[src/rtl/mem_arbiter_pkg.sv]
// Shared definitions for the two-port memory arbiter.
// Latency: n/a (types and constants only).
// Backpressure: n/a.
//
// Provides the FSM state encoding, the requester IDs and a tiny helper
// used by the round-robin picker.
package mem_arbiter_pkg;

  typedef enum logic [1:0] {
    ST_IDLE   = 2'd0,
    ST_ACCESS = 2'd1,
    ST_RESP   = 2'd2
  } state_t;

  localparam logic OWN_CPU = 1'b0;
  localparam logic OWN_DMA = 1'b1;

  // The requester that is not 'id'; with two ports this is the round-robin winner.
  function automatic logic other_id(input logic id);
    return ~id;
  endfunction

endpackage

[src/rtl/mem_arbiter_rr_pick.sv]
// Combinational 2-way round-robin picker with exclusion and CPU lock masking.
// Latency: purely combinational, zero cycles.
// Backpressure: none; it only decides, the caller owns the handshake.
//
// Ports:
//   req[1:0]      raw requests, index 0 = CPU, index 1 = DMA
//   last          requester served most recently
//   exclude_valid drop exclude_id from consideration (its request is stale)
//   exclude_id    requester to drop when exclude_valid is set
//   lock          CPU lock; masks DMA only while the CPU was the last owner
//   valid / id    an eligible requester exists / which one wins
module rr_pick
  import mem_arbiter_pkg::*;
(
  input  logic [1:0] req,
  input  logic       last,
  input  logic       exclude_valid,
  input  logic       exclude_id,
  input  logic       lock,
  output logic       valid,
  output logic       id
);

  logic [1:0] elig;

  always_comb begin
    elig = req;
    if (exclude_valid) begin
      elig[exclude_id] = 1'b0;
    end
    if (lock && (last == OWN_CPU)) begin
      elig[OWN_DMA] = 1'b0;
    end
    valid = |elig;
    // On a tie the requester not served last wins; otherwise the lone one.
    if (&elig) begin
      id = other_id(last);
    end else begin
      id = elig[OWN_DMA];
    end
  end

endmodule

[src/rtl/mem_arbiter.sv]
// Shares one synchronous memory port between the CPU and a DMA requester.
// Latency: grant edge -> mem_en next cycle -> ack two cycles after the grant edge.
// Backpressure: requesters hold req until their ack; the loser waits for the next arbitration edge.
//
// Ports:
//   clk, rst                      clock, asynchronous active-low reset
//   cpu_req/we/addr/wdata/lock    CPU request bundle (lock keeps DMA out after a CPU access)
//   cpu_ack, cpu_rdata            CPU completion pulse and held read data
//   dma_req/we/addr/wdata         DMA request bundle
//   dma_ack, dma_rdata            DMA completion pulse and held read data
//   mem_en/we/addr/wdata          registered memory command, mem_en one cycle per access
//   mem_rdata                     memory read data, valid the cycle after mem_en
//   owner, busy                   owner of current/last access; high in ACCESS and RESP
module mem_arbiter
  import mem_arbiter_pkg::*;
#(
  parameter int AW = 16,
  parameter int DW = 16
) (
  input  logic          clk,
  input  logic          rst,
  input  logic          cpu_req,
  input  logic          cpu_we,
  input  logic [AW-1:0] cpu_addr,
  input  logic [DW-1:0] cpu_wdata,
  input  logic          cpu_lock,
  output logic          cpu_ack,
  output logic [DW-1:0] cpu_rdata,
  input  logic          dma_req,
  input  logic          dma_we,
  input  logic [AW-1:0] dma_addr,
  input  logic [DW-1:0] dma_wdata,
  output logic          dma_ack,
  output logic [DW-1:0] dma_rdata,
  output logic          mem_en,
  output logic          mem_we,
  output logic [AW-1:0] mem_addr,
  output logic [DW-1:0] mem_wdata,
  input  logic [DW-1:0] mem_rdata,
  output logic          owner,
  output logic          busy
);

  state_t        state;
  state_t        state_nxt;
  logic          grant;
  logic          pick_vld;
  logic          pick_id;
  // Kept apart from 'owner' because they reset differently: owner reads 0,
  // but the CPU must win the first tie, so the last owner starts as DMA.
  logic          last_own;
  // Direction of the access in flight; mem_we itself drops after ACCESS.
  logic          acc_we;
  logic          sel_we;
  logic [AW-1:0] sel_addr;
  logic [DW-1:0] sel_wdata;

  // One picker serves both arbitration edges; in RESP the current owner's
  // request is still high from the access just finished, so it is excluded.
  rr_pick u_pick (
    .req           ({dma_req, cpu_req}),
    .last          (last_own),
    .exclude_valid (state == ST_RESP),
    .exclude_id    (owner),
    .lock          (cpu_lock),
    .valid         (pick_vld),
    .id            (pick_id)
  );

  always_comb begin
    sel_we    = (pick_id == OWN_DMA) ? dma_we    : cpu_we;
    sel_addr  = (pick_id == OWN_DMA) ? dma_addr  : cpu_addr;
    sel_wdata = (pick_id == OWN_DMA) ? dma_wdata : cpu_wdata;
  end

  always_ff @(posedge clk or negedge rst) begin
    if (!rst) begin
      state <= ST_IDLE;
    end else begin
      state <= state_nxt;
    end
  end

  always_comb begin
    state_nxt = state;
    grant     = 1'b0;
    case (state)
      ST_IDLE: begin
        if (pick_vld) begin
          state_nxt = ST_ACCESS;
          grant     = 1'b1;
        end
      end
      ST_ACCESS: begin
        state_nxt = ST_RESP;
      end
      ST_RESP: begin
        if (pick_vld) begin
          state_nxt = ST_ACCESS;
          grant     = 1'b1;
        end else begin
          state_nxt = ST_IDLE;
        end
      end
      default: begin
        state_nxt = ST_IDLE;
      end
    endcase
  end

  always_ff @(posedge clk or negedge rst) begin
    if (!rst) begin
      mem_en    <= 1'b0;
      mem_we    <= 1'b0;
      mem_addr  <= '0;
      mem_wdata <= '0;
      owner     <= OWN_CPU;
      last_own  <= OWN_DMA;
      acc_we    <= 1'b0;
      busy      <= 1'b0;
      cpu_ack   <= 1'b0;
      dma_ack   <= 1'b0;
      cpu_rdata <= '0;
      dma_rdata <= '0;
    end else begin
      mem_en  <= grant;
      mem_we  <= grant & sel_we;
      busy    <= (state_nxt != ST_IDLE);
      cpu_ack <= (state == ST_RESP) && (owner == OWN_CPU);
      dma_ack <= (state == ST_RESP) && (owner == OWN_DMA);

      // mem_rdata belongs to the access issued in the preceding ACCESS cycle.
      if ((state == ST_RESP) && !acc_we) begin
        if (owner == OWN_CPU) begin
          cpu_rdata <= mem_rdata;
        end else begin
          dma_rdata <= mem_rdata;
        end
      end

      if (grant) begin
        mem_addr  <= sel_addr;
        mem_wdata <= sel_wdata;
        owner     <= pick_id;
        last_own  <= pick_id;
        acc_we    <= sel_we;
      end
    end
  end

endmodule

[config.mk]
export PLATFORM = sky130hd
export DESIGN_NAME = mem_arbiter
export DESIGN_NICKNAME = d
export VERILOG_FILES = /design/src/rtl/mem_arbiter_pkg.sv /design/src/rtl/mem_arbiter_rr_pick.sv /design/src/rtl/mem_arbiter.sv
export SDC_FILE = /design/constraint.sdc
export NUM_CORES = 1
export LEC_CHECK = 0
export ABC_CLOCK_PERIOD_IN_PS = 2000
export BUFFER_PORTS_ARGS = -buffer_cell sky130_fd_sc_hd__buf_2
export CORE_MARGIN = 5
export CORE_UTILIZATION = 43
export CTS_BUF_LIST = sky130_fd_sc_hd__clkbuf_8
export DETAILED_ROUTE_END_ITERATION = 6
export GPL_TIMING_DRIVEN = 0
export PLACE_DENSITY = 0.79
export SYNTH_ARGS = -nofsm -noshare
export SYNTH_HDL_FRONTEND = slang
export SYNTH_SLANG_ARGS = --single-unit
[constraint.sdc]
create_clock -name clk -period 2 [get_ports clk]
set_input_delay 0.4 -clock clk [delete_from_list [all_inputs] [get_ports clk]]
set_output_delay 0.4 -clock clk [all_outputs]
set_load 0.05 [all_outputs]
==> results of run 1 <==
-- registers in the layout, summed over array words and instances, names as in the netlist --
name       count
acc_we         1
busy           1
cpu_ack        1
cpu_rdata     16
dma_ack        1
dma_rdata     16
last_own       1
mem_addr      16
mem_en         1
mem_wdata     16
mem_we         1
owner          1
state          2
-- cells in the final DEF, fill, tap and decap left out, drive strengths merged, types with 3 or more instances in the layout --
master    n
buf     171
mux2     96
dfrtp    73
clkbuf    9
inv       5
nand2     3
bufinv    3
-- cells in the mapped netlist --
library cell,number,area [µm²]
and2_1,1,6.260
nand2b_1,1,6.260
o2111ai_4,1,26.28
o22ai_1,2,12.51
inv_1,4,15.01
nor2b_1,2,12.51
nor2_1,1,3.750
mux2i_1,2,20.02
and2b_1,1,7.510
or2_2,1,6.260
nand3b_1,1,7.510
dfstp_2,1,26.28
nand2_1,3,11.26
a311oi_1,2,17.52
a31oi_1,1,6.260
and3_1,1,6.260
buf_2,5,25.02
dfrtp_1,73,1827
buf_4,5,37.54
mux2_1,27,304.0
mux2_2,69,777.0
-- layer usage --
metal | track usage, % | wire length, µm
met5 | 0 | 0
met4 | 6.043 | 72
met3 | 4.300 | 627
met2 | 25.30 | 3564
met1 | 19.48 | 2885
-- logic make-up (layout without fill, tap and decap cells) --
kind of cell	Yosys count	count (layout)	synth area share (%)
flops	74	74	58.61
buf+inv	14	190	2.453
mux	98	98	34.82
simple gates	12	12	2.137
compound gates	6	6	1.979
-- through the flow --
step | instance area (µm²) | setup slack (ps) | std cells | hold slack, ps
2_1_floorplan | 3163 | 85.03 | 204 | 104.4
3_3_place_gp | 4068 | -143.6 | 459 | 482.9
3_5_place_dp | 4070 | -166.4 | 459 | 482.8
4_1_cts | 4364 | 20.10 | 478 | 209.9
5_1_grt | 4392 | 6.948 | 479 | 256.8
6_report | 4392 | 82.70 | 479 | 182.0
-- timing repair --
| action | 4_1_cts | 5_1_grt |
|---|---|---|
| resized for setup | 4 | 5 |
| buffers inserted | 4 | 1 |
| hold endpoints to repair | 0 | 0 |
| pin swaps | 2 | 0 |
| endpoints found under the setup margin | 37 | 29 |
-- worst paths after layout --
check	from	end	slack, ps
max	state[0]$_DFF_PN0_	mem_addr[3]$_DFFE_PN0P_	80
min	rst	cpu_rdata[6]$_DFFE_PN0P_	180
max reg2reg	state[0]$_DFF_PN0_	mem_addr[3]$_DFFE_PN0P_	80
min reg2reg	mem_wdata[15]$_DFFE_PN0P_	mem_wdata[15]$_DFFE_PN0P_	500
max in group asynchronous	rst	owner$_DFFE_PN0P_	1160
min in group clk	mem_rdata[13]	dma_rdata[13]$_DFFE_PN0P_	300
-- cell type report --
type                       instances  share of cell area [%]
sequential                        74                   42.28
multi-input combinational        116                   28.40
buffer                            10                   1.738
timing repair buffer             161                   18.97
clock inverter                     6                   2.621
tap                               99                   2.821
inverter                           4                  0.3419
clock buffer                       9                   2.821
==> results.sh, run 1 <==
export IMPL_period_minus_slack_ps=1917
export IMPL_seqCellArea_um2=1857
export IMPL_clkTransAtPathRegs_ps=90
export IMPL_cts_sinks=74
export IMPL_dp_hpwl_um=5542
export IMPL_final_setup_viol_count=0
export IMPL_slowest_stage="dfrtp_2"
export IMPL_cts_hold_buffers=0
export IMPL_max_freq_mhz=521.6
export IMPL_initial_core_util_pct=43.83
export IMPL_dieWidth_um=95.75
export IMPL_drt_iter0_drc=28
export IMPL_gp_congestion=0.7052
export IMPL_synth_seq_cells=74
export IMPL_drt_pre_antenna_iters=4
export IMPL_grt_pass1_vias=2292
export IMPL_report_final_slew_viol_count=0
export IMPL_arrival_ps=2130
export IMPL_cts_buffer_depth=2
export IMPL_antenna_found_initial=0
export IMPL_utilization_pct=60.87
export IMPL_drive_above_1_share_pct=69.47
export IMPL_rows=31
export IMPL_cp_cell_sequence="nand3b_1, o2111ai_4, buf_12, buf_6, mux2_1, mux2_2"
export IMPL_hold_viol=0
export IMPL_grt_pass1_wl_um=10840
export IMPL_syn_instance_count=204
export IMPL_critical_path_required_ps=2220
export IMPL_path_delay_family="multiplexers"
export IMPL_cts_tree="done"
export IMPL_crit_type="flop to flop"
export IMPL_final_nets=463
export IMPL_cp_num_cells=6
export IMPL_io_buffers=156
export IMPL_critPathCaptureType="flop"
export IMPL_post_drt_via_cell_ratio=4.660
export IMPL_critPathLaunchType="flop"
export IMPL_max_cap_viol_count=0
export IMPL_yosys_warnings=0
export IMPL_diodes=0
export IMPL_setup_tns_ps=0
export IMPL_die_area_um2=9168
export IMPL_avgSynthCellArea_um2=15.50
export IMPL_areaGrowthSynthToFinish_pct=38.90
export IMPL_drc=0
export IMPL_relSlewSlack_pct=39.77
export IMPL_cts_made_buffers=9
export IMPL_rsz0062_at_grt="no"
export IMPL_netlist_area_um2=3162
export IMPL_ios=157
export IMPL_min_period_over_period_pct=95.87
export IMPL_ant_nets=0
export IMPL_wirelength_um=7150
export IMPL_finalClockSkew_ps=13.21
export IMPL_run_status="finished clean"
export IMPL_path_max_fanout=10
export IMPL_grt_max_degree=75
export IMPL_clkLatencyLatePin_ps=340
export IMPL_num_vias=2232
export IMPL_worstRegToRegCells=6
export IMPL_fill_cells=610
export IMPL_wire_per_inst_um=14.93
export IMPL_critPathBufInv=2
export IMPL_worst_hold_path_type="primary input to async pin"
export IMPL_die_h_um=95.75
export IMPL_multi_input_area_um2=1247
export IMPL_ys_seq_area_share_pct=58.61
export IMPL_grt_usage_pct=15.47
export IMPL_worst_slew_pin_slew_ps=903.4
export IMPL_syn_nets=291
export IMPL_cts_root_buf="clkbuf_8"
export IMPL_cpPeakStageDelay_ps=450
export IMPL_htreeDepth=3
export IMPL_core_area_um2=7214
export IMPL_grt_overflow_total=0
export IMPL_synth_cell_types=21
Power of run 1 is left out: the tool's default activity adds up to more than one toggle a clock period on the data nets, which glitch-free logic cannot reach.
==> run 2, diff against run 1 <==
--- a/config.mk
+++ b/config.mk
@@ -6,7 +6,7 @@
 export NUM_CORES = 1
 export LEC_CHECK = 0
 export ABC_CLOCK_PERIOD_IN_PS = 2000
-export BUFFER_PORTS_ARGS = -buffer_cell sky130_fd_sc_hd__buf_2
+export BUFFER_PORTS_ARGS = -buffer_cell sky130_fd_sc_hd__buf_4
 export CORE_MARGIN = 5
 export CORE_UTILIZATION = 43
 export CTS_BUF_LIST = sky130_fd_sc_hd__clkbuf_8
==> results.sh, run 2 (same netlist as run 1, synthesis figures left out) <==
export IMPL_fill_cells=581
export IMPL_io_buffers=156
export IMPL_clkTransAtPathRegs_ps=80
export IMPL_utilization_pct=66.01
export IMPL_grt_max_degree=75
export IMPL_min_period_over_period_pct=97.32
export IMPL_rows=31
export IMPL_powerDensity_nw_per_um2=1960
export IMPL_relSlewSlack_pct=39.31
export IMPL_mostFrequentLayoutCells="buf_4, dfrtp_1, mux2_2"
export IMPL_cts_root_buf="clkbuf_8"
export IMPL_dieWidth_um=95.75
export IMPL_initial_core_util_pct=43.83
export IMPL_critical_path_required_ps=2210
export IMPL_post_drt_via_cell_ratio=4.728
export IMPL_cts_buffer_depth=2
export IMPL_core_area_um2=7214
export IMPL_wirelength_um=7585
export IMPL_antenna_found_initial=0
export IMPL_cpPeakStageDelay_ps=450
export IMPL_grt_pass1_vias=2415
export IMPL_grt_overflow_total=0
export IMPL_hold_slack_ps=184.3
export IMPL_setup_ws_ps=53.51
export IMPL_gp_congestion=0.7161
export IMPL_final_setup_viol_count=0
export IMPL_dp_hpwl_um=5807
export IMPL_dpl_cell_area_um2=4458
export IMPL_period_minus_slack_ps=1946
export IMPL_drc=0
export IMPL_cts_hold_buffers=0
export IMPL_layout_commonest_cell="buf_4"
export IMPL_wire_per_inst_um=15.61
export IMPL_p_leak_nw=2.296
export IMPL_grt_usage_pct=16.19
export IMPL_ant_nets=0
export IMPL_critPathCaptureType="flop"
export IMPL_clkLatencyLatePin_ps=330
export IMPL_hold_viol=0
export IMPL_ir_drop_mv=0.9403
export IMPL_critPathLaunchType="flop"
export IMPL_areaGrowthSynthToFinish_pct=50.61
export IMPL_seqCellArea_um2=1857
export IMPL_placed_cells=459
export IMPL_fin_cells=486
export IMPL_diodes=0
export IMPL_worst_slew_pin_slew_ps=910.3
export IMPL_final_nets=469
export IMPL_htreeDepth=3
export IMPL_preCtsSetupSlack_ps=-148.0
export IMPL_fin_total_pwr_mw=9.335
export IMPL_finalClockSkew_ps=6.156
export IMPL_slowest_stage="dfrtp_2"
export IMPL_multi_input_area_um2=1242
export IMPL_drt_pre_antenna_iters=4
export IMPL_die_area_um2=9168
export IMPL_cp_cell_sequence="and2b_1, o2111ai_4, buf_6, buf_4, buf_4, mux2_2, mux2_2"
export IMPL_cts_made_buffers=9
export IMPL_drive_above_1_share_pct=69.77
export IMPL_fin_area_um2=4762
export IMPL_path_max_fanout=6
export IMPL_setup_tns_ps=0
export IMPL_cts_tree="done"
export IMPL_ios=157
export IMPL_max_cap_viol_count=0
export IMPL_drt_iter0_drc=28
export IMPL_report_final_slew_viol_count=0
export IMPL_grt_pass1_wl_um=11280
export IMPL_die_h_um=95.75
export IMPL_max_freq_mhz=513.7
export IMPL_arrival_ps=2160
export IMPL_run_status="finished clean"
export IMPL_crit_type="flop to flop"
export IMPL_worst_hold_path_type="primary input to async pin"
export IMPL_num_vias=2298
export IMPL_cts_sinks=74
-- run 2: cell types whose count changed in the layout (fill, tap and decap cells not counted), sizes merged --
cell / delta
buf: +6
bufinv: -2
clkinvlp: +2
inv: +1
-- run 2: layer usage --
metal / vias up / global-route usage (%) / wire (µm)
li1: 1082 / - / -
met1: 1112 / 18.72 / 2935
met2: 92 / 27.33 / 3870
met3: 12 / 4.769 / 590
met4: 0 / 8.057 / 189
met5: - / 0 / 0
-- run 2: path summary, 6_finish.rpt --
check	cells after the start	start	end	slack, ps
max reg2reg	7	state[1]$_DFF_PN0_	mem_addr[9]$_DFFE_PN0P_	50
max in group asynchronous	1	rst	state[1]$_DFF_PN0_	1160
max	7	state[1]$_DFF_PN0_	mem_addr[9]$_DFFE_PN0P_	50
min	1	rst	dma_rdata[6]$_DFFE_PN0P_	180
min in group clk	2	mem_rdata[6]	cpu_rdata[6]$_DFFE_PN0P_	310
min reg2reg	1	mem_addr[14]$_DFFE_PN0P_	mem_addr[14]$_DFFE_PN0P_	510
-- run 2: critical path, delay by kind of cell (launching register included) --
family	cells	cell delay, ps
multiplexers	2	570
AO/OA/AOI/OAI	1	220
buffers and inverters	3	360
flip-flops	1	450
AND/OR/NAND/NOR	1	220
-- run 2: final cells by class --
cell class                 instances  share of cell area (%)
clock inverter                     7                   1.471
buffer                            10                   1.524
tap                               99                   2.601
timing repair buffer             167                   26.41
sequential                        74                   38.99
inverter                           4                  0.3153
clock buffer                       9                   2.601
multi-input combinational        116                   26.09
-- run 2: power breakdown --
| group | switching, mW | internal (mW) | leakage, nW |
|---|---|---|---|
| Clock | 0.537 | 0.573 | 0.0931 |
| Combinational | 3.52 | 2.06 | 1.32 |
| Sequential | 0.389 | 2.26 | 0.883 |
-- run 2: repair_timing --
action	4_1_cts	5_1_grt
setup buffers	5	6
endpoints found under the setup margin	37	41
endpoints found under the hold margin	0	0
pin swaps	2	1
gates resized for setup	3	6
Power figures use the tool's default switching activity.
==> run 3, diff against run 2 <==
--- a/config.mk
+++ b/config.mk
@@ -12,7 +12,8 @@
 export CTS_BUF_LIST = sky130_fd_sc_hd__clkbuf_8
 export DETAILED_ROUTE_END_ITERATION = 6
 export GPL_TIMING_DRIVEN = 0
-export PLACE_DENSITY = 0.79
+export PLACE_DENSITY = 0.78
 export SYNTH_ARGS = -nofsm -noshare
 export SYNTH_HDL_FRONTEND = slang
+export SYNTH_HIERARCHICAL = 1
 export SYNTH_SLANG_ARGS = --single-unit
==> results.sh, run 3 <==
export IMPL_grt_max_degree=75
export IMPL_synthMuxAreaShare_pct=34.91
export IMPL_rrSetupSlack_ps=0.3
export IMPL_grt_pass1_vias=2459
export IMPL_netlist_area_um2=3218
export IMPL_rsz0062_at_grt="yes"
export IMPL_synthTopCellsByArea="dfrtp_1, mux2_2, buf_6"
export IMPL_dpl_cell_area_um2=4514
export IMPL_p_clk_share_pct=12.7
export IMPL_num_vias=2281
export IMPL_core_area_um2=7253
export IMPL_max_cap_viol_count=0
export IMPL_placed_cells=459
export IMPL_ys_seq_area_share_pct=57.58
export IMPL_ios=157
export IMPL_worst_hold_path_type="primary input to async pin"
export IMPL_period_minus_slack_ps=2000
export IMPL_fin_area_um2=4913
export IMPL_p_leak_nw=2.356
export IMPL_mostFrequentLayoutCells="buf_4, mux2_2, dfrtp_1"
export IMPL_dieWidth_um=96.51
export IMPL_synth_fa_ha_area_share_pct=0
export IMPL_drc=0
export IMPL_ir_drop_mv=1.328
export IMPL_hold_viol=0
export IMPL_drt_pre_antenna_iters=4
export IMPL_cts_root_buf="clkbuf_8"
export IMPL_critical_path_required_ps=2220
export IMPL_cts_hold_buffers=0
export IMPL_grt_usage_pct=16.89
export IMPL_grt_pass1_wl_um=11960
export IMPL_wirelength_um=8066
export IMPL_diodes=0
export IMPL_grt_overflow_total=0
export IMPL_fill_cells=539
export IMPL_power_frac_seq_pct=27.8
export IMPL_crit_type="flop to flop"
export IMPL_post_drt_via_cell_ratio=4.713
export IMPL_synth_top_cell_area_share_pct=56.77
export IMPL_fin_cells=484
export IMPL_synth_top_area_cell="dfrtp_1"
export IMPL_pwr_share_comb_pct=59.6
export IMPL_preCtsSetupSlack_ps=-370.8
export IMPL_synth_edf_count=0
export IMPL_synth_simple_gate_area_share_pct=4.160
export IMPL_report_final_slew_viol_count=0
export IMPL_cts_made_buffers=9
export IMPL_grt_use_met1_pct=19.31
export IMPL_cpMostUsedCell="mux2_2"
export IMPL_setup_ws_ps=0.3304
export IMPL_finalClockSkew_ps=7.971
export IMPL_grt_util_met3_pct=7.591
export IMPL_initial_core_util_pct=44.37
export IMPL_synth_top_family_by_area="multiplexers"
export IMPL_syn_nets=291
export IMPL_max_freq_mhz=500.1
export IMPL_grt_util_met2_pct=28.45
export IMPL_yosys_area_share_xor_xnor_pct=0
export IMPL_io_buffers=156
export IMPL_final_setup_viol_count=0
export IMPL_die_area_um2=9314
export IMPL_synth_seq_cells=74
export IMPL_htreeDepth=3
export IMPL_avgSynthCellArea_um2=15.77
export IMPL_arrival_ps=2220
export IMPL_min_period_over_period_pct=99.98
export IMPL_swShare_pct=46.72
export IMPL_worst_slew_pin_slew_ps=947.1
export IMPL_yosys_warnings=6
export IMPL_p_sw_mw=4.481
export IMPL_path_max_fanout=8
export IMPL_gp_congestion=0.6662
export IMPL_antenna_found_initial=0
export IMPL_cts_buffer_depth=2
export IMPL_synth_most_common_cell="mux2_2"
export IMPL_slowest_stage="dfrtp_2"
export IMPL_run_status="finished clean"
export IMPL_cts_sinks=74
export IMPL_clkLatencyLatePin_ps=340
export IMPL_internal_power_mw=5.109
export IMPL_wire_per_inst_um=16.67
export IMPL_cts_tree="done"
export IMPL_drive_above_1_share_pct=78.44
export IMPL_cp_cell_sequence="nor2b_4, and3b_1, nor4_4, buf_6, clkbuf_16, mux2_2, mux2_2"
export IMPL_synth_cell_types=22
export IMPL_cpPeakStageDelay_ps=430
export IMPL_synth_compound_area_share_pct=0.5054
export IMPL_ant_nets=0
export IMPL_critPathCaptureType="flop"
export IMPL_dp_hpwl_um=6022
export IMPL_rows=31
export IMPL_layout_commonest_cell="buf_4"
export IMPL_critPathLaunchType="flop"
export IMPL_fin_total_pwr_mw=9.590
export IMPL_die_h_um=96.51
export IMPL_ys_flop_type="dfrtp_1"
export IMPL_synthArstFlopShare_pct=100.0
export IMPL_drt_iter0_drc=54
export IMPL_syn_instance_count=204
export IMPL_busiest_layer="met2"
export IMPL_areaGrowthSynthToFinish_pct=52.68
export IMPL_clkTransAtPathRegs_ps=70
export IMPL_powerDensity_nw_per_um2=1952
export IMPL_final_nets=468
export IMPL_netlist_top_cells_count="mux2_2, dfrtp_1, buf_2"
export IMPL_relSlewSlack_pct=36.86
[run 3: cell types whose count changed after synthesis, sizes merged, moves of 2 or more]
cell	before	now
a311oi	2	0
mux2	96	98
nand2	3	1
nand2b	1	3
nor2b	2	4
o22ai	2	0
[run 3: power groups by stage]
stage               combinational [mW]  clock, mW  sequential [mW]
CTS                               5.65       1.25             2.66
global placement                  5.48          0             2.65
detailed placement                5.53          0             2.70
finish                            5.71       1.22             2.66
floorplan                         1.36          0             5.14
global route                      5.97       1.32             2.76
[run 3: routing by layer]
metal	vias up	share of wire, %
met5	-	0
met4	0	0.87
met3	6	13
met2	114	48
met1	1084	38
li1	1077	-
[run 3: cell families after synthesis]
logic type      after synthesis
compound gates                1
buf+inv                      14
flops                        74
mux                         100
simple gates                 15
[run 3: what timing repair did]
item | in CTS | in global routing
gates resized for setup | 13 | 5
setup buffers | 6 | 1
endpoints found under the hold margin | 0 | 0
gates cloned | 0 | 3
setup endpoints to repair | 34 | 33
[run 3: area by class of cell]
cell class / instances / area (µm²) / area share, %
flip-flops and latches: 74 / 1856 / 37.76
repair buffers: 166 / 1303 / 26.51
multi-input cells: 116 / 1297 / 26.41
clock buffers: 9 / 123.9 / 2.521
well taps: 99 / 123.9 / 2.521
plain buffers: 10 / 112.6 / 2.292
clock inverters: 6 / 82.58 / 1.681
inverters: 4 / 15.01 / 0.3056
[run 3: critical path, delay by kind of cell (launching register included)]
kind | cells | cell delay [ps]
muxes | 2 | 580
and+or+nand+nor | 3 | 470
DFF | 1 | 430
buffers and inverters | 2 | 400
[run 3: final timing paths]
path                                         start                       end  cells after the start
setup / recovery                state[0]$_DFF_PN0_   mem_addr[5]$_DFFE_PN0P_                      7
hold / removal                                 rst   mem_addr[0]$_DFFE_PN0P_                      1
setup reg to reg                state[0]$_DFF_PN0_   mem_addr[5]$_DFFE_PN0P_                      7
hold reg to reg            mem_addr[2]$_DFFE_PN0P_   mem_addr[2]$_DFFE_PN0P_                      1
max in group asynchronous                      rst        state[0]$_DFF_PN0_                      1
min in group clk                      mem_rdata[5]  dma_rdata[5]$_DFFE_PN0P_                      2
[run 3: stage by stage]
step	utilization, %	hold slack [ps]	setup TNS (ps)
finish	67.74	189.2	0
global route	67.74	279.8	-2359
CTS	66.26	228.1	-20.76
detailed placement	62.24	478.4	-9537
floorplan	-	104.4	-1132
global placement	62.24	465.5	-7462
